### src/rtl/ram_stream_pkg.sv
// ram_stream_pkg: shared widths, memory depth and FSM state encoding for ram_stream_reader.
package ram_stream_pkg;
  localparam int ADDR_W = 5;
  localparam int DATA_W = 4;
  localparam int DEPTH = 32;
  typedef enum logic [1:0] {IDLE, READ, DRAIN, DONE} state_t;
endpackage

### src/rtl/ram_stream_reader.sv
// ram_stream_reader: reads a burst of words from a RAM read port and streams them out
// through a one-entry registered valid/ready stage.
// Ports:
//   clk, reset (sync, active-low)
//   start, start_addr, count   burst request, accepted only in IDLE; count saturates to 32
//   addr_r, data_r             RAM read port (combinational read data)
//   out_data, out_valid, out_ready  output stream
//   busy (READ or DRAIN), done (one-cycle completion pulse)
//   checksum                   XOR of words handed out this burst, only with
//                              RAM_STREAM_READER_CHECKSUM_EN defined
module ram_stream_reader
  import ram_stream_pkg::*;
#(
  parameter int ADDR_W = ram_stream_pkg::ADDR_W,
  parameter int DATA_W = ram_stream_pkg::DATA_W
) (
  input  logic              clk,
  input  logic              reset,
  input  logic              start,
  input  logic [ADDR_W-1:0] start_addr,
  input  logic [ADDR_W:0]   count,
  output logic [ADDR_W-1:0] addr_r,
  input  logic [DATA_W-1:0] data_r,
  output logic [DATA_W-1:0] out_data,
  output logic              out_valid,
  input  logic              out_ready,
  output logic              busy,
  output logic              done
`ifdef RAM_STREAM_READER_CHECKSUM_EN
  ,
  output logic [DATA_W-1:0] checksum
`endif
);
  localparam logic [ADDR_W:0] MAX_CNT = (ADDR_W+1)'(DEPTH);
  state_t r_state, w_next;
  logic [ADDR_W-1:0] r_ptr;
  logic [ADDR_W:0] r_rem, w_cnt;
  logic [DATA_W-1:0] r_data;
  logic r_valid, w_start, w_issue, w_take;
  assign w_cnt = (count > MAX_CNT) ? MAX_CNT : count;
  assign w_start = (r_state == IDLE) && start;
  // A new word may enter the output register when it is empty or being drained this cycle.
  assign w_issue = (r_state == READ) && (r_rem != '0) && (!r_valid || out_ready);
  assign w_take = r_valid && out_ready;
  assign addr_r = r_ptr;
  assign out_data = r_data;
  assign out_valid = r_valid;
  always_ff @(posedge clk)
    if (!reset) r_state <= IDLE;
    else r_state <= w_next;
  always_comb begin
    w_next = r_state;
    busy = 1'b0;
    done = 1'b0;
    case (r_state)
      IDLE: w_next = !start ? IDLE : (w_cnt == '0) ? DONE : READ;
      READ: begin
        busy = 1'b1;
        w_next = (w_issue && r_rem == (ADDR_W+1)'(1)) ? DRAIN : READ;
      end
      DRAIN: begin
        busy = 1'b1;
        w_next = w_take ? DONE : DRAIN;
      end
      default: begin
        done = 1'b1;
        w_next = IDLE;
      end
    endcase
  end
  // The pointer wraps naturally at the top of the ADDR_W-bit address space.
  always_ff @(posedge clk)
    if (!reset) begin
      r_ptr <= '0;
      r_rem <= '0;
      r_data <= '0;
      r_valid <= 1'b0;
    end else begin
      if (w_start && w_cnt != '0) begin
        r_ptr <= start_addr;
        r_rem <= w_cnt;
      end
      if (w_issue) begin
        r_data <= data_r;
        r_ptr <= r_ptr + ADDR_W'(1);
        r_rem <= r_rem - (ADDR_W+1)'(1);
      end
      r_valid <= w_issue || (r_valid && !w_take);
    end
`ifdef RAM_STREAM_READER_CHECKSUM_EN
  logic [DATA_W-1:0] r_csum;
  assign checksum = r_csum;
  always_ff @(posedge clk)
    if (!reset) r_csum <= '0;
    else if (w_start) r_csum <= '0;
    else if (w_take) r_csum <= r_csum ^ r_data;
`endif
endmodule
### config.mk
export PLATFORM = sky130hd
export DESIGN_NAME = ram_stream_reader
export DESIGN_NICKNAME = d
export VERILOG_FILES = /design/src/rtl/ram_stream_pkg.sv /design/src/rtl/ram_stream_reader.sv
export SDC_FILE = /design/constraint.sdc
export NUM_CORES = 1
export LEC_CHECK = 0
export ABC_CLOCK_PERIOD_IN_PS = 4250
export BUFFER_PORTS_ARGS = -buffer_cell sky130_fd_sc_hd__buf_2
export CORE_ASPECT_RATIO = 0.9
export CORE_UTILIZATION = 45
export DETAILED_ROUTE_END_ITERATION = 12
export GPL_ROUTABILITY_DRIVEN = 1
export GPL_TIMING_DRIVEN = 0
export MAX_ROUTING_LAYER = met4
export PLACE_DENSITY = 0.7
export SLEW_MARGIN = 20
export SYNTH_ARGS = -nofsm -noshare
export SYNTH_HDL_FRONTEND = slang
export SYNTH_SLANG_ARGS = --single-unit
### constraint.sdc
create_clock -name clk -period 4.25 [get_ports clk]
set_clock_uncertainty 0.15 [all_clocks]
set_input_delay 0.425 -clock clk [delete_from_list [all_inputs] [get_ports clk]]
set_output_delay 0.425 -clock clk [all_outputs]
set_load 0.01 [all_outputs]
==> results.md <==
- First drt pass iteration count: 4
- Footprint of the multi-input gates: 715.7 um2
- Post-DR wirelength/cell: 14.85 um
- Fill count: 239
- Setup Crit Path Kind: flip-flop to flip-flop
- Nets: 198
- DRT iter0 DRCs: 35
- Max-slew violation count: 0
- Worst skew pair latency: 0.30 ns
- Starting Density: 0.4711
- Post-synth EDFFs: 0
- Async SR Flop Fraction: 0
- Top cells by area, synth: dfxtp_1 31%, ha_1 7.6%, a21oi_1 5.2%, nand2_1 5.2%, mux2i_1 4.3%
- CP max stage cell: a211oi_2
- HPWL reported at the end of detailed placement: 2.190 mm
- Die Y: 50.01 um
- Slew HR: 0.4799
- Syn Nets: 164
- Num CTS Buffers: 3
- H-tree depth: 1
- Clock-pin slew on the worst setup and hold paths: 0.12 ns
- Share of cells above drive strength 1: 0.2749
- CTS tree: yes
- Die Area: 2767 um2
- DRC violations left: 0
- Routed Antenna Nets: 0
- Share of the synthesized area in the top cell type: 0.3127
- Power per cell area: 373.4 nW/um2
- Sequential share of the synthesized area: 0.3127
- Syn Inst Count: 138
- FF+latch area: 360.3 um2
- Final WL: 2.956 mm
- Hold_ws: 0.1926 ns
- Actual slew at the worst max-slew pin: 0.7801 ns
- PortBufs: 29
- GRT Util Overall: 0.2275
- Post-route minimum period: 2.455 ns
- WP data arrival: 2.49 ns
- Worst path cell trace: inv_1, ha_1, inv_1, a211oi_2, buf_2, mux2i_1, o22ai_1
- Setup violators final: 0
- P&R area growth vs syn: 18.78%
- # Max-Cap Violations: 0
- Clock buffer depth: 2
- Die Wd: 55.34 um
- VDD IR max: 0.2142 mV
- PnR Total Power: 0.0005112 W
- Yosys reg bits: 18
- CP Max Fanout: 10
- Period utilisation layout: 0.5777
- First-pass GRT wire length: 4.836 mm
- Hold crit path type: input pin to flip-flop
- Lkg Pwr: 0.5854 nW
- Gr ovfl total: 0
- Fmax: 407.3 MHz
- WL met3: 136 um
- # Post-CTS Setup Buffers: 0
- Antenna violations before repair: 0
- Vias in the first global route: 1047
- Post-CTS sizing: 0
- Cell row count: 17
- Synth area leader: dfxtp_1
- Setup TNS Final: 0 ns
- CP startpoint kind: flip-flop
- Ys Warns: 0
- CTS Root Cell: clkbuf_4
- Vias: 1164
- CORE AREA: 2446 um2
- Outcome: completed
- Clock Sinks: 18
- Final Hold Viols: 0
- CP peak stage delay: 0.57 ns
- CP required: 4.29 ns
- Wire length on met1: 1.373 mm
- Synthesized area: 1152 um2
- GP Congestion: 0.8671
- RSZ-0062 raised after global routing: no
- Largest net degree at the start of global routing: 11
- Syn avg cell area: 8.350 um2
- Vias per cell: 5.849
- ANT cells: 0
- I/O pin total: 31
- Synth Flop Type: dfxtp_1
- Synth unique cells: 43
- Hold_buf cts: 0
- Top routing layer in use: met4
- CP Capture Type: flip-flop
- Met2 Wirelength: 1.425 mm
- CP dominant cell by count: inv_1
-- critical path, delay by kind of cell (launching register included) --
kind                     cells  cell delay, ns
AO/OA/AOI/OAI                2            0.66
buffers and inverters        3            0.62
flip-flops                   1            0.35
adder cells (fa/ha/maj)      1            0.34
multiplexers                 1            0.23
-- layout make-up --
class | instances | share of cell area
multi-input combinational | 105 | 0.5229
sequential | 18 | 0.2633
timing repair buffer | 29 | 0.1060
buffer | 6 | 0.03108
clock buffer | 4 | 0.02651
tap | 28 | 0.02559
inverter | 9 | 0.02468
-- where the power goes --
| part | switching (W) | internal (W) |
|---|---|---|
| logic | 0.000110 | 0.0000804 |
| clock network | 0.0000609 | 0.0000523 |
| registers | 0.0000178 | 0.000189 |
-- Yosys cell counts, types with 2 or more instances --
master     n
nand3_1    4
ha_1       7
nand2_1   16
o22ai_1    4
nor2b_1    4
nor2_1     7
a32oi_1    2
buf_1      2
o211ai_1   2
a21oi_1   12
nand2b_1   4
o31ai_1    2
o221a_2    2
dfxtp_1   18
a31oi_1    6
nor4_1     2
nand4_1    2
mux2i_1    5
inv_1      8
nor3_1     5
o21ai_0    2
-- through the flow --
stage / setup WS (ns) / std cells / area (um2) / utilization
after global placement: 1.907 / 195 / 1333 / 0.5448
final: 1.795 / 199 / 1369 / 0.5596
after global routing: 1.716 / 199 / 1369 / 0.5596
after detailed placement: 1.829 / 195 / 1333 / 0.5448
after floorplan: 2.274 / 138 / 1152 / -
after CTS: 1.804 / 199 / 1369 / 0.5596
-- registers in the layout, indices dropped and copies added, names as in the netlist --
name and count:
addr_r 5, out_data 4, out_valid 1, r_rem 6
r_state 2
-- path summary, 6_finish.rpt --
check        cells after the start          end         from  slack (ns)
max reg2reg                      7    addr_r[3]   r_state[1]        1.79
max                              7    addr_r[3]   r_state[1]        1.79
min reg2reg                      2  out_data[2]  out_data[2]        0.31
min                              3  out_data[1]    data_r[1]        0.19
-- cell usage in the layout, fill, tap and decap left out, types with 2 or more instances in the layout --
cell	n
o21ai_0	2
nor2_1	7
ha_1	7
buf_2	30
nor2b_1	4
a21oi_1	12
nand3_1	4
nand4_1	2
mux2i_1	5
inv_1	8
a32oi_1	2
a31oi_1	6
buf_1	2
o211ai_1	2
nand2_1	16
nor4_1	2
clkbuf_4	3
nor3_1	5
o22ai_1	4
o221a_2	2
nand2b_1	4
o31ai_1	2
dfxtp_1	18
-- kinds of logic (layout without fill, tap and decap cells) --
logic type      after synthesis  after routing  synth area share
buf+inv                      15             48           0.06622
flops                        18             18            0.3127
mux                           6              6           0.05320
compound gates               41             41            0.2606
simple gates                 51             51            0.2313
fa+ha+maj                     7              7           0.07600
-- metal layers --
| metal | track usage | vias up |
|---|---|---|
| met1 | 0.2843 | 547 |
| met4 | 0.07083 | 0 |
| met2 | 0.3695 | 33 |
| met5 | - | - |
| met3 | 0.04724 | 2 |
| li1 | - | 582 |
No activity file was read; power rests on OpenSTA's default activity.
